--- src/rtl/dmem_access_ctrl_if.sv ---
// Data-memory access bundle: MEM-stage load/store controls, pipeline
// stall/result returns and the req/ack data-memory port.
//   slave : dmem_access_ctrl side (consumes controls, drives dmem_*)
//   master: pipeline + memory side (drives controls, ack and rdata)
interface dmem_access_ctrl_if;
    logic        mem_read;
    logic        mem_write;
    logic [1:0]  inst_size;
    logic        is_signed;
    logic [31:0] addr;
    logic [31:0] store_data;
    logic        stall;
    logic [31:0] load_data;
    logic        load_valid;
    logic        misalign;
    logic        timeout;
    logic        dmem_req;
    logic        dmem_we;
    logic [31:0] dmem_addr;
    logic [3:0]  dmem_be;
    logic [31:0] dmem_wdata;
    logic        dmem_ack;
    logic [31:0] dmem_rdata;

    modport slave (
        input  mem_read, mem_write, inst_size, is_signed,
        input  addr, store_data, dmem_ack, dmem_rdata,
        output stall, load_data, load_valid, misalign, timeout,
        output dmem_req, dmem_we, dmem_addr, dmem_be, dmem_wdata
    );

    modport master (
        output mem_read, mem_write, inst_size, is_signed,
        output addr, store_data, dmem_ack, dmem_rdata,
        input  stall, load_data, load_valid, misalign, timeout,
        input  dmem_req, dmem_we, dmem_addr, dmem_be, dmem_wdata
    );
endinterface

--- src/rtl/dmem_access_ctrl.sv ---
// MEM-stage data-memory sequencer: IDLE -> REQ (until ack/timeout) -> DONE.
// Ports: clk, reset (sync, active-high), bus (dmem_access_ctrl_if.slave).
module dmem_access_ctrl #(
    parameter int unsigned TIMEOUT_CYCLES = 255,
    parameter int unsigned CNT_W          = 8
) (
    input logic               clk,
    input logic               reset,
    dmem_access_ctrl_if.slave bus
);
    typedef enum logic [1:0] {IDLE, REQ, DONE} state_t;

    localparam logic [CNT_W-1:0] TO_LIM = CNT_W'(TIMEOUT_CYCLES);
    localparam bit               TO_EN  = (TIMEOUT_CYCLES != 0);

    state_t           state_q, state_d;
    logic [CNT_W-1:0] cnt_q, cnt_inc;
    logic             req_q, we_q;
    logic [31:0]      addr_q, wdata_q, ldata_q;
    logic [3:0]       be_q;
    logic [1:0]       off_q;
    logic             byte_q, half_q, sign_q;
    logic             lv_q, mis_q, to_q;

    logic             access, is_byte, is_half, is_word;
    logic             misaligned, accept, expire, stall;
    logic [3:0]       be_c;
    logic [31:0]      wdata_c, shifted, ext;

    always_comb begin
        is_byte    = (bus.inst_size == 2'b10);
        is_half    = (bus.inst_size == 2'b01);
        is_word    = !is_byte && !is_half;
        access     = bus.mem_read | bus.mem_write;
        misaligned = (is_half && bus.addr[0]) ||
                     (is_word && (bus.addr[1:0] != 2'b00));
        accept     = (state_q == IDLE) && access && !misaligned;
        cnt_inc    = cnt_q + CNT_W'(1);
        expire     = TO_EN && (cnt_inc == TO_LIM);
    end

    // Store lane placement
    always_comb begin
        be_c    = 4'b1111;
        wdata_c = bus.store_data;
        unique case (1'b1)
            is_byte: begin
                be_c    = 4'b0001 << bus.addr[1:0];
                wdata_c = {4{bus.store_data[7:0]}};
            end
            is_half: begin
                be_c    = 4'b0011 << {bus.addr[1], 1'b0};
                wdata_c = {2{bus.store_data[15:0]}};
            end
            is_word: begin
                be_c    = 4'b1111;
                wdata_c = bus.store_data;
            end
        endcase
    end

    // Load lane extraction and extension
    always_comb begin
        shifted = bus.dmem_rdata >> {off_q, 3'b000};
        ext     = shifted;
        unique case (1'b1)
            byte_q:  ext = {{24{sign_q & shifted[7]}}, shifted[7:0]};
            half_q:  ext = {{16{sign_q & shifted[15]}}, shifted[15:0]};
            default: ext = shifted;
        endcase
    end

    always_comb begin
        state_d = state_q;
        stall   = 1'b0;
        unique case (state_q)
            IDLE: begin
                if (accept) begin
                    state_d = REQ;
                    stall   = 1'b1;
                end
            end
            REQ: begin
                stall = 1'b1;
                if (bus.dmem_ack || expire) state_d = DONE;
            end
            DONE:    state_d = IDLE;
            default: state_d = IDLE;
        endcase
        if (reset) stall = 1'b0;
    end

    always_ff @(posedge clk) begin
        if (reset) begin
            state_q <= IDLE;
            cnt_q   <= '0;
            req_q   <= 1'b0;
            we_q    <= 1'b0;
            addr_q  <= '0;
            wdata_q <= '0;
            be_q    <= '0;
            ldata_q <= '0;
            off_q   <= '0;
            byte_q  <= 1'b0;
            half_q  <= 1'b0;
            sign_q  <= 1'b0;
            lv_q    <= 1'b0;
            mis_q   <= 1'b0;
            to_q    <= 1'b0;
        end else begin
            state_q <= state_d;
            lv_q    <= 1'b0;
            mis_q   <= 1'b0;
            to_q    <= 1'b0;
            unique case (state_q)
                IDLE: begin
                    if (accept) begin
                        req_q   <= 1'b1;
                        we_q    <= bus.mem_write;
                        addr_q  <= {bus.addr[31:2], 2'b00};
                        be_q    <= be_c;
                        wdata_q <= wdata_c;
                        off_q   <= bus.addr[1:0];
                        byte_q  <= is_byte;
                        half_q  <= is_half;
                        sign_q  <= bus.is_signed;
                        cnt_q   <= '0;
                    end else if (access) begin
                        mis_q <= 1'b1;
                    end
                end
                REQ: begin
                    cnt_q <= cnt_inc;
                    if (bus.dmem_ack) begin
                        req_q <= 1'b0;
                        we_q  <= 1'b0;
                        be_q  <= '0;
                        if (!we_q) begin
                            lv_q    <= 1'b1;
                            ldata_q <= ext;
                        end
                    end else if (expire) begin
                        req_q   <= 1'b0;
                        we_q    <= 1'b0;
                        be_q    <= '0;
                        to_q    <= 1'b1;
                        ldata_q <= '0;
                    end
                end
                default: ;
            endcase
        end
    end

    assign bus.stall      = stall;
    assign bus.load_data  = ldata_q;
    assign bus.load_valid = lv_q;
    assign bus.misalign   = mis_q;
    assign bus.timeout    = to_q;
    assign bus.dmem_req   = req_q;
    assign bus.dmem_we    = we_q;
    assign bus.dmem_addr  = addr_q;
    assign bus.dmem_be    = be_q;
    assign bus.dmem_wdata = wdata_q;
endmodule

--- src/flat_wrapper.sv ---
// flat-port wrapper written by rule: the top's interface ports become plain ports
module dmem_access_ctrl_flat 
#(
    parameter int unsigned TIMEOUT_CYCLES = 255,
    parameter int unsigned CNT_W          = 8
)
  (clk, reset, bus_mem_read, bus_mem_write, bus_inst_size, bus_is_signed, bus_addr, bus_store_data, bus_dmem_ack, bus_dmem_rdata, bus_stall, bus_load_data, bus_load_valid, bus_misalign, bus_timeout, bus_dmem_req, bus_dmem_we, bus_dmem_addr, bus_dmem_be, bus_dmem_wdata);
  dmem_access_ctrl_if bus_i ();
  input logic clk;
  input logic reset;
  input wire logic [$bits(bus_i.mem_read)-1:0] bus_mem_read;
  input wire logic [$bits(bus_i.mem_write)-1:0] bus_mem_write;
  input wire logic [$bits(bus_i.inst_size)-1:0] bus_inst_size;
  input wire logic [$bits(bus_i.is_signed)-1:0] bus_is_signed;
  input wire logic [$bits(bus_i.addr)-1:0] bus_addr;
  input wire logic [$bits(bus_i.store_data)-1:0] bus_store_data;
  input wire logic [$bits(bus_i.dmem_ack)-1:0] bus_dmem_ack;
  input wire logic [$bits(bus_i.dmem_rdata)-1:0] bus_dmem_rdata;
  output wire logic [$bits(bus_i.stall)-1:0] bus_stall;
  output wire logic [$bits(bus_i.load_data)-1:0] bus_load_data;
  output wire logic [$bits(bus_i.load_valid)-1:0] bus_load_valid;
  output wire logic [$bits(bus_i.misalign)-1:0] bus_misalign;
  output wire logic [$bits(bus_i.timeout)-1:0] bus_timeout;
  output wire logic [$bits(bus_i.dmem_req)-1:0] bus_dmem_req;
  output wire logic [$bits(bus_i.dmem_we)-1:0] bus_dmem_we;
  output wire logic [$bits(bus_i.dmem_addr)-1:0] bus_dmem_addr;
  output wire logic [$bits(bus_i.dmem_be)-1:0] bus_dmem_be;
  output wire logic [$bits(bus_i.dmem_wdata)-1:0] bus_dmem_wdata;
  assign bus_i.mem_read = bus_mem_read;
  assign bus_i.mem_write = bus_mem_write;
  assign bus_i.inst_size = bus_inst_size;
  assign bus_i.is_signed = bus_is_signed;
  assign bus_i.addr = bus_addr;
  assign bus_i.store_data = bus_store_data;
  assign bus_i.dmem_ack = bus_dmem_ack;
  assign bus_i.dmem_rdata = bus_dmem_rdata;
  assign bus_stall = bus_i.stall;
  assign bus_load_data = bus_i.load_data;
  assign bus_load_valid = bus_i.load_valid;
  assign bus_misalign = bus_i.misalign;
  assign bus_timeout = bus_i.timeout;
  assign bus_dmem_req = bus_i.dmem_req;
  assign bus_dmem_we = bus_i.dmem_we;
  assign bus_dmem_addr = bus_i.dmem_addr;
  assign bus_dmem_be = bus_i.dmem_be;
  assign bus_dmem_wdata = bus_i.dmem_wdata;
  dmem_access_ctrl #(.TIMEOUT_CYCLES(TIMEOUT_CYCLES), .CNT_W(CNT_W)) u_core (.clk(clk), .reset(reset), .bus(bus_i));
endmodule
--- config.mk ---
export PLATFORM = sky130hd
export DESIGN_NAME = dmem_access_ctrl_flat
export DESIGN_NICKNAME = d
export VERILOG_FILES = /design/src/rtl/dmem_access_ctrl_if.sv /design/src/rtl/dmem_access_ctrl.sv /design/src/flat_wrapper.sv
export SDC_FILE = /design/constraint.sdc
export NUM_CORES = 1
export LEC_CHECK = 0
export CORE_ASPECT_RATIO = 1.25
export CORE_MARGIN = 2
export CORE_UTILIZATION = 44
export CTS_CLUSTER_SIZE = 12
export DETAILED_ROUTE_END_ITERATION = 7
export MAX_ROUTING_LAYER = met4
export PLACE_DENSITY_LB_ADDON = 0.1
export SYNTH_ARGS = -nofsm -noshare
export SYNTH_HDL_FRONTEND = slang
export SYNTH_SLANG_ARGS = --single-unit
--- constraint.sdc ---
create_clock -name clk -period 2.5 [get_ports clk]
set_clock_uncertainty 0.1 [all_clocks]
set_input_delay 0.375 -clock clk [delete_from_list [all_inputs] [get_ports clk]]
set_output_delay 0.375 -clock clk [all_outputs]
set_load 0.03 [all_outputs]
==> report_table.html, run 1 <==
<table>
<tr><th>Metric</th><th>Value</th></tr>
<tr><th colspan="2">Placed design</th></tr>
<tr><td>Global placement routability congestion</td><td>0.926</td></tr>
<tr><td>Total of buffers placed on input and output ports</td><td>207</td></tr>
<tr><td>Detail Placement HPWL</td><td>12,100 µm</td></tr>
<tr><td>Cell total after placement</td><td>1,011</td></tr>
<tr><td>Placement-stage cell area</td><td>7790 µm²</td></tr>
<tr><th colspan="2">Pwr</th></tr>
<tr><td>Total design power</td><td>6.00 mW</td></tr>
<tr><td>Switching Fraction</td><td>30.1%</td></tr>
<tr><td>Power share of the clock group</td><td>39.0%</td></tr>
<tr><td>Relative contribution of combinational cells to total power</td><td>25.7%</td></tr>
<tr><td>Worst ir drop on vdd</td><td>457 µV</td></tr>
<tr><td>Leak pwr</td><td>3.01 nW</td></tr>
<tr><td>Cell internal power dissipation</td><td>4.20 mW</td></tr>
<tr><td>Power density over the cells</td><td>714 nW/µm²</td></tr>
<tr><td>Net switching power figure</td><td>1.80 mW</td></tr>
<tr><td>Flop pwr share</td><td>35.4%</td></tr>
<tr><th colspan="2">Clock tree</th></tr>
<tr><td>Number of buffers added to fix hold violations after cts</td><td>0</td></tr>
<tr><td>CTS Buf Count</td><td>17</td></tr>
<tr><td>Master cell of the clock root buffer</td><td>clkbuf_16</td></tr>
<tr><td>Htree depth</td><td>4</td></tr>
<tr><td>Clock latency at the later pin of the worst-skew pair</td><td>0.40 ns</td></tr>
<tr><td>CTS tree</td><td>done</td></tr>
<tr><td>Clock-pin slew reported for the worst setup and hold paths after clock tree synthesis</td><td>0.05 ns</td></tr>
<tr><td>Number of buffers on the longest clock path</td><td>2</td></tr>
<tr><td>Total clock sinks</td><td>118</td></tr>
<tr><th colspan="2">Hold path</th></tr>
<tr><td>HP Class</td><td>primary input to flip-flop</td></tr>
<tr><th colspan="2">Layout</th></tr>
<tr><td>Final design area excluding fillers</td><td>8410 µm²</td></tr>
<tr><td>N_diodes</td><td>0</td></tr>
<tr><td>Synth-to-Final Area Change</td><td>53.2%</td></tr>
<tr><td>Non-Filler Instances</td><td>1,044</td></tr>
<tr><td>Net count, final</td><td>975</td></tr>
<tr><td>Proportion of layout cells with a drive suffix above 1</td><td>11.5%</td></tr>
<tr><th colspan="2">Worst setup path</th></tr>
<tr><td>Data required time at the worst endpoint</td><td>2.03 ns</td></tr>
<tr><td>Register-to-register setup slack</td><td>0.31 ns</td></tr>
<tr><td>Worst setup SP type</td><td>primary input</td></tr>
<tr><td>Path type of the worst setup path</td><td>primary input to output port</td></tr>
<tr><td>Crit Path Max Fanout</td><td>3</td></tr>
<tr><td>Arrival time of data at the critical path endpoint</td><td>1.95 ns</td></tr>
<tr><td>Capturing element type of the critical path</td><td>output port</td></tr>
<tr><th colspan="2">Floorplanning</th></tr>
<tr><td>Starting Density</td><td>45.1%</td></tr>
<tr><td>Height of the chip</td><td>129 µm</td></tr>
<tr><td>Die W</td><td>104 µm</td></tr>
<tr><td>Number of cell rows</td><td>45</td></tr>
<tr><td>Count of pins on the block boundary</td><td>210</td></tr>
<tr><td>Die Footprint</td><td>13,400 µm²</td></tr>
<tr><td>Core area</td><td>12,200 µm²</td></tr>
<tr><th colspan="2">Timing</th></tr>
<tr><td>Final critical-path required period</td><td>2.43 ns</td></tr>
<tr><td>Setup repair after global routing missed its margin</td><td>false</td></tr>
<tr><td>Max-slew violations</td><td>0</td></tr>
<tr><td>Slew headroom</td><td>55.2%</td></tr>
<tr><td>Pin slew with the least headroom to its limit</td><td>0.669 ns</td></tr>
<tr><td>FMAX</td><td>412 MHz</td></tr>
<tr><td>Share of the clock period used by the worst path after layout</td><td>97.0%</td></tr>
<tr><td>Worst-case hold slack</td><td>0.322 ns</td></tr>
<tr><td>Final Hold Fails</td><td>0</td></tr>
<tr><td>Final setup violation count</td><td>0</td></tr>
<tr><th colspan="2">Route</th></tr>
<tr><td>Residual DRC count</td><td>0</td></tr>
<tr><td>Met1 Wirelength</td><td>6530 µm</td></tr>
<tr><td>Met3 Wirelength</td><td>1210 µm</td></tr>
<tr><td>Avg WL per Cell</td><td>16.0 µm</td></tr>
<tr><td>Number of vias per cell</td><td>5.35</td></tr>
<tr><td>Post-route ant nets</td><td>0</td></tr>
<tr><td>Detailed-route wire length</td><td>16,700 µm</td></tr>
<tr><td>Highest Signal Layer</td><td>met4</td></tr>
<tr><td>Violation count after the first detailed-route iteration</td><td>311</td></tr>
<tr><td>Pre-antenna DRT Iters</td><td>5</td></tr>
<tr><td>Routed length on met2</td><td>8510 µm</td></tr>
<tr><td>Count of vias placed by the detailed router</td><td>5,581</td></tr>
<tr><th colspan="2">Logic synthesis</th></tr>
<tr><td>Post-synthesis share of cell area spent on xor and xnor gates</td><td>0.160%</td></tr>
<tr><td>Number of synthesized flops with an enable pin</td><td>0</td></tr>
<tr><td>Yosys warning count</td><td>0</td></tr>
<tr><td>Area fraction in compound gates after synthesis</td><td>25.0%</td></tr>
<tr><td>Post-synth design cell area</td><td>5490 µm²</td></tr>
<tr><td>Proportion of synthesized chip area in sequential cells</td><td>43.0%</td></tr>
<tr><td>Post-synthesis share of cell area spent on full adders, half adders and majority gates</td><td>0.912%</td></tr>
<tr><td>Syn Inst Count</td><td>666</td></tr>
<tr><td>Post-synth ARST share</td><td>0%</td></tr>
<tr><td>Post-synthesis simple-gate area fraction</td><td>19.7%</td></tr>
<tr><td>Most frequently used flop master after synthesis</td><td>dfxtp_1</td></tr>
<tr><td>Mux cell area share after synthesis</td><td>4.76%</td></tr>
<tr><td>Combinational family with the most area after synthesis</td><td>compound AO/OA/AOI/OAI gates</td></tr>
<tr><td>Netlist cell types</td><td>56</td></tr>
<tr><td>Average instance area after synthesis</td><td>8.24 µm²</td></tr>
<tr><td>Flip-flop and latch count after synthesis</td><td>118</td></tr>
<tr><th colspan="2">GRT</th></tr>
<tr><td>Via count of the first global-routing pass</td><td>5,543</td></tr>
<tr><td>Sum of overflow across all layers after global routing</td><td>0</td></tr>
<tr><td>GRT Resource Usage Total</td><td>25.8%</td></tr>
<tr><td>Wire length of the first global-routing pass</td><td>26,900 µm</td></tr>
<tr><td>Number of antenna violations at the first check in global routing</td><td>0</td></tr>
<tr><td>Maximum number of pins on one net before global-route repair</td><td>49</td></tr>
<tr><th colspan="2">Flow run</th></tr>
<tr><td>Max Cap Violations</td><td>0</td></tr>
<tr><th colspan="2">Status</th></tr>
<tr><td>Run status</td><td>finished, final reports clean</td></tr>
</table>
## power groups by stage
stage / Combinational, mW / Sequential, mW / Clock, mW
global placement: 1.51 / 2.15 / 0
finish: 1.54 / 2.12 / 2.34
global route: 1.66 / 2.14 / 2.47
detailed placement: 1.53 / 2.16 / 0
floorplan: 0.598 / 2.41 / 0
CTS: 1.55 / 2.12 / 2.38
## worst max-delay path: stages
cell and delay [ns]:
clkdlybuf4s50_1 0.53, ha_4 0.24, a21oi_4 0.15, o221a_4 0.21, nor2_1 0.06, nor3_2 0.23
buf_12 0.16
## final timing paths
check / from / end / cells after the start
max: bus_inst_size[1] / bus_stall / 7
min reg2reg: u_core.bus.dmem_addr[8]$_SDFFE_PP0P_ / u_core.bus.dmem_addr[8]$_SDFFE_PP0P_ / 2
max reg2reg: u_core.cnt_q[0]$_SDFFE_PP0P_ / u_core.bus.dmem_be[3]$_SDFFE_PP0P_ / 6
min: reset / u_core.cnt_q[0]$_SDFFE_PP0P_ / 2
## what timing repair did
action | 4_1_cts | 5_1_grt
pin swaps | 5 | 1
setup endpoints to repair | 1 | 1
setup buffers | 1 | 0
gates resized for setup | 8 | 0
## layout by cell type, fill, tap and decap left out, types with 5 or more instances in the layout
cell type        count
o21ai_0             38
clkbuf_16           17
a311oi_1            13
a22oi_1              8
dfxtp_1            118
buf_4               24
a2bb2oi_1            8
a221oi_1             8
a21oi_1             71
mux2_2               7
o32ai_2             14
buf_12               6
inv_1               19
nor2_1              52
nand2b_1            20
clkdlybuf4s50_1    204
clkinv_2             5
nor3_1               8
o211ai_1             7
nor2b_1              7
mux2i_1             16
nand2_1            146
## final cells by class
cell class / instances / area (µm²)
clock buffers: 19 / 443
clock inverters: 13 / 133
fillers: 1024 / 3750
inverters: 20 / 75.1
multi-input cells: 475 / 2840
flip-flops and latches: 118 / 2360
well taps: 164 / 205
repair buffers: 235 / 2350
## layer usage
metal / GRT usage (%) / vias up
li1: - / 2722
met1: 27.4 / 2589
met2: 44.7 / 237
met3: 7.70 / 33
met4: 11.0 / 0
met5: - / -
## registers in the layout (all words and copies together), names as in the netlist
name,cells
u_core.bus.dmem_wdata,32
u_core.bus.load_data,32
u_core.bus.dmem_addr,30
u_core.cnt_q,8
u_core.bus.dmem_be,4
u_core.off_q,2
u_core.state_q,2
u_core.bus.dmem_req,1
u_core.bus.dmem_we,1
u_core.bus.load_valid,1
u_core.bus.misalign,1
u_core.bus.timeout,1
u_core.byte_q,1
u_core.half_q,1
u_core.sign_q,1
## cells by family (layout without fill, tap and decap cells)
| group | Yosys count | after routing |
|---|---|---|
| adder cells (fa/ha/maj) | 4 | 4 |
| XOR/XNOR | 1 | 1 |
| multiplexers | 24 | 24 |
| other | 1 | 2 |
| AO/OA/AOI/OAI | 193 | 193 |
| AND/OR/NAND/NOR | 251 | 251 |
| buffers and inverters | 74 | 287 |
| flip-flops | 118 | 118 |
## metrics by stage
| step | util (%) | setup TNS (ns) | setup slack (ns) |
|---|---|---|---|
| finish | 69.1 | 0 | 0.0747 |
| global route | 69.1 | 0 | 0.0168 |
| CTS | 69.1 | 0 | 0.00379 |
| detailed placement | 64.0 | -3.71 | -0.142 |
| global placement | 64.0 | -0.552 | -0.0771 |
| floorplan | - | 0 | 0.200 |
## cells in the mapped netlist, drive strengths merged, types with 4 or more instances
library cell / count / area, µm²
a22oi: 8 / 60.1
dfxtp: 118 / 2360
ha: 4 / 50.1
mux2: 7 / 78.8
o21ai: 41 / 209
a21oi: 74 / 378
nand2b: 20 / 125
a211oi: 4 / 30.0
o32ai: 16 / 245
clkbuf: 30 / 113
buf: 24 / 160
o211ai: 8 / 73.8
a2bb2oi: 8 / 70.1
nor3: 11 / 71.3
nor2: 53 / 199
a221oi: 8 / 70.1
a311oi: 13 / 114
nand2: 146 / 548
mux2i: 16 / 160
nor2b: 7 / 43.8
nand3: 4 / 20.0
inv: 20 / 75.1
No activity file was read; power rests on OpenSTA's default activity.
==> inputs of run 2 (changes only) <==
--- a/config.mk
+++ b/config.mk
@@ -12,6 +12,7 @@
 export DETAILED_ROUTE_END_ITERATION = 7
 export MAX_ROUTING_LAYER = met4
 export PLACE_DENSITY_LB_ADDON = 0.1
+export RECOVER_POWER = 100
 export SYNTH_ARGS = -nofsm -noshare
 export SYNTH_HDL_FRONTEND = slang
 export SYNTH_SLANG_ARGS = --single-unit
==> run 2 against run 1 <==
Final area fell by 1.6%. Total power fell by 1.5%. Final cell count did not move. Setup slack improved by 0.0069 ns. Via count fell by 0.70%.
==> report_table.html, run 2 (synthesis results as in run 1) <==
<table>
<tr><th>Metric</th><th>Value</th></tr>
<tr><th colspan="2">Timing</th></tr>
<tr><td>Setup repair after global routing missed its margin</td><td>false (unchanged)</td></tr>
<tr><td>Max-slew violations</td><td>0 (unchanged)</td></tr>
<tr><td>Share of the clock period used by the worst path after layout</td><td>96.7% (was 97.0%)</td></tr>
<tr><td>Accumulated negative setup slack</td><td>0 ns (unchanged)</td></tr>
<tr><td>Slew headroom</td><td>62.8% (was 55.2%)</td></tr>
<tr><td>Final setup violation count</td><td>0 (unchanged)</td></tr>
<tr><td>FMAX</td><td>413 MHz (was 412 MHz)</td></tr>
<tr><td>Final Hold Fails</td><td>0 (unchanged)</td></tr>
<tr><td>Pin slew with the least headroom to its limit</td><td>0.557 ns (was 0.669 ns)</td></tr>
<tr><td>Final critical-path required period</td><td>2.42 ns (was 2.43 ns)</td></tr>
<tr><th colspan="2">Clock tree</th></tr>
<tr><td>Number of buffers added to fix hold violations after cts</td><td>0 (unchanged)</td></tr>
<tr><td>Htree depth</td><td>4 (unchanged)</td></tr>
<tr><td>Number of buffers on the longest clock path</td><td>2 (unchanged)</td></tr>
<tr><td>Clock latency at the later pin of the worst-skew pair</td><td>0.40 ns (about the same)</td></tr>
<tr><td>CTS Buf Count</td><td>17 (unchanged)</td></tr>
<tr><td>Master cell of the clock root buffer</td><td>clkbuf_16 (unchanged)</td></tr>
<tr><td>CTS tree</td><td>done (unchanged)</td></tr>
<tr><td>Total clock sinks</td><td>118 (unchanged)</td></tr>
<tr><td>Clock-pin slew reported for the worst setup and hold paths after clock tree synthesis</td><td>0.05 ns (about the same)</td></tr>
<tr><th colspan="2">Route</th></tr>
<tr><td>Number of vias per cell</td><td>5.31 (was 5.35)</td></tr>
<tr><td>Count of vias placed by the detailed router</td><td>5,542 (was 5,581)</td></tr>
<tr><td>Violation count after the first detailed-route iteration</td><td>291 (was 311)</td></tr>
<tr><td>Pre-antenna DRT Iters</td><td>5 (unchanged)</td></tr>
<tr><td>Post-route ant nets</td><td>0 (unchanged)</td></tr>
<tr><td>Avg WL per Cell</td><td>16.0 µm (about the same)</td></tr>
<tr><td>Detailed-route wire length</td><td>16,700 µm (about the same)</td></tr>
<tr><td>Residual DRC count</td><td>0 (unchanged)</td></tr>
<tr><th colspan="2">Floorplanning</th></tr>
<tr><td>Count of pins on the block boundary</td><td>210 (unchanged)</td></tr>
<tr><td>Die W</td><td>104 µm (unchanged)</td></tr>
<tr><td>Core area</td><td>12,200 µm² (unchanged)</td></tr>
<tr><td>Die Footprint</td><td>13,400 µm² (unchanged)</td></tr>
<tr><td>Number of cell rows</td><td>45 (unchanged)</td></tr>
<tr><td>Height of the chip</td><td>129 µm (unchanged)</td></tr>
<tr><td>Starting Density</td><td>45.1% (unchanged)</td></tr>
<tr><th colspan="2">Layout</th></tr>
<tr><td>Proportion of layout cells with a drive suffix above 1</td><td>9.32% (was 11.5%)</td></tr>
<tr><td>Synth-to-Final Area Change</td><td>50.7% (was 53.2%)</td></tr>
<tr><td>N_diodes</td><td>0 (unchanged)</td></tr>
<tr><td>Most common cell after layout, fill and taps aside</td><td>nand2_1 (was clkdlybuf4s50_1)</td></tr>
<tr><td>Count of filler cells inserted in the layout</td><td>1,053 (was 1,024)</td></tr>
<tr><td>Multi-input combinational cell area</td><td>2720 µm² (was 2840 µm²)</td></tr>
<tr><td>Most frequent cells in the layout</td><td>nand2_1, dfxtp_1, dlygate4sd3_1, clkdlybuf4s50_1, a21oi_1 (was clkdlybuf4s50_1, nand2_1, dfxtp_1, a21oi_1, nor2_1)</td></tr>
<tr><td>Net count, final</td><td>975 (unchanged)</td></tr>
<tr><td>Utilization after layout</td><td>68.0% (was 69.1%)</td></tr>
<tr><td>Area taken by flip-flops and latches</td><td>2360 µm² (unchanged)</td></tr>
<tr><th colspan="2">Worst setup path</th></tr>
<tr><td>Slowest stage cell, crit path</td><td>clkdlybuf4s50_1 (unchanged)</td></tr>
<tr><td>Crit Path Max Fanout</td><td>3 (unchanged)</td></tr>
<tr><td>Path type of the worst setup path</td><td>primary input to output port (unchanged)</td></tr>
<tr><td>Critical Path, Cell by Cell</td><td>clkdlybuf4s50_1 -&gt; ha_4 -&gt; a21oi_4 -&gt; o221a_4 -&gt; nor2_1 -&gt; nor3_2 -&gt; buf_12 (unchanged)</td></tr>
<tr><td>Critical Path Max Stage Delay</td><td>0.53 ns (about the same)</td></tr>
<tr><td>Worst setup SP type</td><td>primary input (unchanged)</td></tr>
<tr><td>Capturing element type of the critical path</td><td>output port (unchanged)</td></tr>
<tr><td>Data required time at the worst endpoint</td><td>2.03 ns (about the same)</td></tr>
<tr><td>Arrival time of data at the critical path endpoint</td><td>1.94 ns (was 1.95 ns)</td></tr>
<tr><th colspan="2">Pwr</th></tr>
<tr><td>Power density over the cells</td><td>714 nW/µm² (about the same)</td></tr>
<tr><td>Worst ir drop on vdd</td><td>454 µV (was 457 µV)</td></tr>
<tr><td>Leak pwr</td><td>3.27 nW (was 3.01 nW)</td></tr>
<tr><th colspan="2">Placed design</th></tr>
<tr><td>Total of buffers placed on input and output ports</td><td>207 (unchanged)</td></tr>
<tr><td>Detail Placement HPWL</td><td>12,100 µm (unchanged)</td></tr>
<tr><td>Global placement routability congestion</td><td>0.926 (unchanged)</td></tr>
<tr><th colspan="2">Hold path</th></tr>
<tr><td>HP Class</td><td>primary input to flip-flop (unchanged)</td></tr>
<tr><th colspan="2">GRT</th></tr>
<tr><td>Wire length of the first global-routing pass</td><td>26,900 µm (unchanged)</td></tr>
<tr><td>Via count of the first global-routing pass</td><td>5,543 (unchanged)</td></tr>
<tr><td>Sum of overflow across all layers after global routing</td><td>0 (unchanged)</td></tr>
<tr><td>Number of antenna violations at the first check in global routing</td><td>0 (unchanged)</td></tr>
<tr><td>Maximum number of pins on one net before global-route repair</td><td>49 (unchanged)</td></tr>
<tr><td>GRT Resource Usage Total</td><td>25.8% (unchanged)</td></tr>
<tr><th colspan="2">Status</th></tr>
<tr><td>Run status</td><td>finished, final reports clean (unchanged)</td></tr>
<tr><th colspan="2">Flow run</th></tr>
<tr><td>Max Cap Violations</td><td>0 (unchanged)</td></tr>
</table>
[run 2: metrics by stage]
step | total power [mW] | hold slack, ns | worst slack [ns] | cells | cell area, µm²
floorplan | 3.01 | 0.350 | 0.200 | 667 | 5500
global placement | 3.66 | 0.343 | -0.0771 | 1011 | 7790
detailed placement | 3.69 | 0.349 | -0.142 | 1011 | 7790
CTS | 6.05 | 0.305 | 0.00379 | 1044 | 8410
global route | 6.18 | 0.331 | 0.0222 | 1044 | 8280
finish | 5.91 | 0.310 | 0.0816 | 1044 | 8280
[run 2: power by group]
group          switching, mW  internal, mW  total (mW)
Clock                  0.852          1.48        2.34
Combinational          0.844         0.613        1.46
Sequential            0.0836          2.03        2.12
[run 2: worst max-delay path, delay by kind of cell]
kind                       cells  cell delay [ns]
and+or+nand+nor                2             0.28
adders and majority gates      1             0.24
buffers and inverters          2             0.69
AOI/OAI and AO/OA              2             0.36
[run 2: path summary, 6_finish.rpt]
kind / from / to / slack [ns] / cells past startpoint
max: bus_inst_size[1] / bus_stall / 0.08 / 7
min: reset / u_core.cnt_q[0]$_SDFFE_PP0P_ / 0.31 / 2
max reg2reg: u_core.cnt_q[0]$_SDFFE_PP0P_ / u_core.bus.dmem_be[3]$_SDFFE_PP0P_ / 0.32 / 6
min reg2reg: u_core.bus.dmem_addr[29]$_SDFFE_PP0P_ / u_core.bus.dmem_addr[29]$_SDFFE_PP0P_ / 0.35 / 2
[run 2: repair_timing]
| item | 4_1_cts | 5_1_grt |
|---|---|---|
| setup buffers | 1 | 0 |
| pin swaps | 5 | 1 |
| setup endpoints to repair | 1 | 1 |
| resized for setup | 8 | 0 |
[run 2: area by class of cell]
type | instances | share of cell area, %
repair buffers | 235 | 28.2
clock buffers | 19 | 5.35
well taps | 164 | 2.48
inverters | 20 | 0.907
clock inverters | 13 | 1.60
flip-flops and latches | 118 | 28.5
multi-input cells | 475 | 32.9
[run 2: layer usage]
| metal | up-vias | part of all wire (%) | routed length (µm) | track usage, % |
|---|---|---|---|---|
| li1 | 2728 | - | - | - |
| met1 | 2587 | 40 | 6700 | 27.4 |
| met2 | 205 | 51 | 8520 | 44.7 |
| met3 | 22 | 6.9 | 1150 | 7.70 |
| met4 | 0 | 2.0 | 337 | 11.0 |
| met5 | - | 0 | 0 | - |
==> edit 1: new RTL, config.mk and constraints of run 2 <==
The 3 states of `state_t` get a one-hot encoding in 3 bits.
--- a/src/rtl/dmem_access_ctrl.sv
+++ b/src/rtl/dmem_access_ctrl.sv
@@ -9,5 +9,5 @@
     dmem_access_ctrl_if.slave bus
 );
-    typedef enum logic [1:0] {IDLE, REQ, DONE} state_t;
+    typedef enum logic [2:0] {IDLE = 3'b001, REQ = 3'b010, DONE = 3'b100} state_t;
 
     localparam logic [CNT_W-1:0] TO_LIM = CNT_W'(TIMEOUT_CYCLES);
Function: no difference found for any inputs over 4 cycles, from zero or initial values and one cycle with reset high; so few cycles prove little.
==> edit 1 against run 2 <==
Power is 2.8% lower. Routed wire length grew 0.11%. Critical path type unchanged. Combinational power is 12% lower. Area after synthesis shrank 5.2%. Largest power group unchanged. Count of clock-buffer cells in the layout fell by 2. Sequential cell count up 1. Setup slack better by 0.0034 ns. Critical endpoint unchanged. Sequential share of layout area is 1.0 points higher. Maximum frequency up 0.14%. Synthesized cell count down 5.4%. Via count fell by 1.9%. Final area fell by 2.6%.
==> edit 1: results (changes against run 2) <==
| Metric | Value |
|---|---|
| Largest net degree at the start of global routing | `84 (+71%)` |
| Inverters | `8 (-60%)` |
| Worst Max-Slew Pin Slew | `0.889 ns (+0.332 ns)` |
| Post-DP Area | `0.00751 sq mm (-3.6%)` |
| Unique cell type count in the Yosys netlist | `49 (-13%)` |
| Worst-case vdd ir drop | `0.524 mV (+15%)` |
| Worst reg2reg endpoint | `u_core.bus.load_data[7]` |
| DRT iter0 DRCs | `319 (+9.6%)` |
| Post-detail-place hpwl | `12300 um (+2.0%)` |
| Setup WS pre-CTS | `-0.0964 ns (+0.0460 ns)` |
| Number of cells in the finished layout apart from fillers | `989 (-5.3%)` |
| Combined flip-flop and latch cell area | `0.00238 sq mm (+0.85%)` |
| Clock buffer count in the final layout | `17 (-2)` |
| Max Clk Rate | `414 MHz (+0.14%)` |
| Number of stages on the worst hold path | `3 (+1)` |
| Switching Fraction | `29.9% (-0.19 points)` |
| Commonest cells in the netlist | `nand2_1 (146), dfxtp_1 (119), a21oi_1 (76), nor2_1 (36), o21ai_0 (31)` |
| Tightest hold margin | `0.212 ns (-0.0973 ns)` |
| Final Wtd Congestion | `0.966 (+4.3%)` |
| Result of the run | `complete, no violations` |
| Static Leakage | `3.25 nW (-0.41%)` |
| Clock buffer and inverter area fraction after layout | `7.18% (+0.23 points)` |
| Detailed Routing Iterations Pass 1 | `4 (-1)` |
| Worst Hold Endpoint | `u_core.state_q[0]` |
| Number of filler instances in the final layout | `948 (-10%)` |
| Multi-input combinational cell count | `454 (-4.4%)` |
| Via count of the first global-routing pass | `5415 (-2.3%)` |
| Buffer count excluding the clock tree in the final layout | `238 (+1.3%)` |
| Area contributors post-synth | `dfxtp_1 (46%), nand2_1 (11%), a21oi_1 (7.3%)` |
| Ratio of cells with drive above 1 in the final layout | `8.46% (-0.86 points)` |
| Proportion of cell area occupied by multi-input gates | `32.1% (-0.72 points)` |
| Non-clock buffer contribution to total cell area | `28.6% (+0.37 points)` |
| Total global-route track usage | `27.1% (+1.4 points)` |
| Sequential-to-total area share from yosys stat | `45.8% (+2.7 points)` |
| Final Net Count | `946 (-3.0%)` |
| Total routed wirelength | `16700 um (+0.11%)` |
| Via-per-instance ratio | `5.50 (+3.6%)` |
[edit 1: logic make-up (layout without fill, tap and decap cells)]
group	count (synthesis)	in the layout	share of synthesized area (%)
fa+ha+maj	4	4	0.961
flops	119	119	45.8
compound gates	201	201	26.0
other cells	1	2	0.0720
buf+inv	58	278	4.83
mux	18	18	3.72
simple gates	227	227	18.3
xor+xnor	2	2	0.337
[edit 1: power by group through the flow]
stage	registers, W	logic, W	clock network (W)
6_report	0.00209	0.00129	0.00237
5_1_grt	0.00211	0.00139	0.00249
4_1_cts	0.00210	0.00135	0.00240
3_5_place_dp	0.00214	0.00134	0
3_3_place_gp	0.00213	0.00132	0
2_1_floorplan	0.00235	0.000493	0
[edit 1: per-layer routing]
layer / vias up / share of wire [%] / global-route usage (%)
li1: 2658 / - / -
met1: 2520 / 38 / 28.9
met2: 225 / 52 / 47.0
met3: 34 / 7.2 / 7.27
met4: 0 / 3.0 / 11.0
met5: - / 0 / -
==> edit 2: new RTL, settings of run 2 <==
Without the edit above. `CNT_W` is set to 8 in 2 places; all go to 7.
--- a/src/rtl/dmem_access_ctrl.sv
+++ b/src/rtl/dmem_access_ctrl.sv
@@ -3,5 +3,5 @@
 module dmem_access_ctrl #(
     parameter int unsigned TIMEOUT_CYCLES = 255,
-    parameter int unsigned CNT_W          = 8
+    parameter int unsigned CNT_W          = 7
 ) (
     input logic               clk,
--- a/src/flat_wrapper.sv
+++ b/src/flat_wrapper.sv
@@ -3,5 +3,5 @@
 #(
     parameter int unsigned TIMEOUT_CYCLES = 255,
-    parameter int unsigned CNT_W          = 8
+    parameter int unsigned CNT_W          = 7
 )
   (clk, reset, bus_mem_read, bus_mem_write, bus_inst_size, bus_is_signed, bus_addr, bus_store_data, bus_dmem_ack, bus_dmem_rdata, bus_stall, bus_load_data, bus_load_valid, bus_misalign, bus_timeout, bus_dmem_req, bus_dmem_we, bus_dmem_addr, bus_dmem_be, bus_dmem_wdata);
Formal check against the unedited RTL: no difference found for any inputs over 4 cycles, from zero or initial values and one cycle with reset high; that may be too few to reach the edited logic, so the function may still have changed.
==> edit 2 against run 2 <==
Global-route usage rose by 2.0 points. Sequential share of layout area increased by 0.21 points. Area after synthesis decreased by 5.2%. Largest power group unchanged. Setup slack better by 0.080 ns. Critical path depth shrank 3. Power is 1.4% higher. Highest routed layer unchanged. Via count grew 0.72%. Synthesized cell count shrank 2.9%. Count of clock-buffer cells in the layout fell by 1. Largest cell class unchanged. Routed wire length increased by 1.4%. Final area down 1.6%. Sequential cell count shrank 1. Critical endpoint unchanged.
==> edit 2: results (changes against run 2) <==
| Metric | Value |
|---|---|
| Global Route met2 Usage | `46.3% (+1.6 points)` |
| Area contributors post-synth | `dfxtp_1 (45%), nand2_1 (10%), a21oi_1 (7.3%)` |
| Commonest cells in the netlist | `nand2_1 (145), dfxtp_1 (117), a21oi_1 (76), nor2_1 (57), clkbuf_1 (37)` |
| Final Net Count | `965 (-1.0%)` |
| Setup WS pre-CTS | `-0.318 ns (-0.175 ns)` |
| Met3 usage in global routing | `6.49% (-1.2 points)` |
| Sequential-to-total area share from yosys stat | `45.0% (+2.0 points)` |
| Via count of the first global-routing pass | `5527 (-0.29%)` |
| Met1 track demand over resource in global routing | `30.8% (+3.4 points)` |
| Sw Pwr | `0.00187 W (+4.9%)` |
| Ratio of cells with drive above 1 in the final layout | `10.8% (+1.5 points)` |
| Post-detail-place hpwl | `12500 um (+2.9%)` |
| Static Leakage | `3.32 nW (+1.7%)` |
| Hold WC Path Type | `primary input to register` |
| Post-DP Area | `0.00758 sq mm (-2.7%)` |
| Portion of synthesized cell area occupied by the leading cell type | `45.0% (+2.0 points)` |
| Detail-routed net length per standard cell | `16.8 um (+5.0%)` |
| Worst-case vdd ir drop | `0.501 mV (+10%)` |
| Maximum fanout encountered on the critical timing path | `6 (+3)` |
| Total global-route track usage | `27.7% (+2.0 points)` |
| Met3 wire length | `1140 um (-1.3%)` |
| First-pass GRT wire length | `26900 um (-0.18%)` |
| Met2 wire length | `8520 um (about the same)` |
| Power Clock | `0.00247 W (+6%)` |
| Endpoint arrival time on the critical path | `1.86 ns (-0.08 ns)` |
| Routed metal-1 wirelength | `6650 um (-0.76%)` |
| Worst Max-Slew Pin Slew | `0.704 ns (+0.147 ns)` |
| Unique cell type count in the Yosys netlist | `46 (-18%)` |
| Result of the run | `complete, no violations` |
| Detailed-route via count | `5582 (+0.72%)` |
| Overall power after layout | `0.00599 W (+1.4%)` |
| Largest net degree at the start of global routing | `64 (+31%)` |
[edit 2: cell type report]
class	instances	area [sq um]
fillers	968	3410
repair buffers	245	2390
multi-input cells	469	2610
clock inverters	14	164
flip-flops and latches	117	2340
well taps	138	173
inverters	7	26.3
clock buffers	18	439
[edit 2: path summary, 6_finish.rpt]
path | startpoint | to | slack (ns) | cells after the start
min reg2reg | u_core.bus.dmem_addr[28] | u_core.bus.dmem_addr[28] | 0.35 | 2
max reg2reg | u_core.cnt_q[0] | u_core.bus.load_data[18] | 0.22 | 7
min | reset | u_core.bus.dmem_wdata[0] | 0.27 | 2
max | u_core.state_q[0] | bus_stall | 0.16 | 4
[edit 2: per-stage QoR]
step / TNS (ns) / cells / util (%)
final: 0 / 1008 / 70.5
after global routing: 0 / 1008 / 70.5
after CTS: 0 / 1008 / 71.0
after detailed placement: -5.69 / 976 / 65.6
after global placement: -3.54 / 976 / 65.6
after floorplan: 0 / 648 / -
[edit 2: what timing repair did]
action | in CTS | in global routing
endpoints found under the setup margin | 14 | 6
resized for setup | 7 | 1
pin swaps | 3 | 0
[edit 2: kinds of logic after synthesis]
logic type | Yosys count | share of synthesized area [%]
other cells | 1 | 0.0720
xor+xnor | 1 | 0.168
fa+ha+maj | 4 | 0.961
compound gates | 184 | 23.2
flops | 117 | 45.0
simple gates | 253 | 20.3
buf+inv | 62 | 5.33
mux | 25 | 5.02
[edit 2: worst max-delay path: stages, from the launching register on]
cell,delay [ns]
dfxtp_1,0.41
nor2b_1,0.46
nor2_1,0.13
nor3_2,0.29
buf_12,0.16
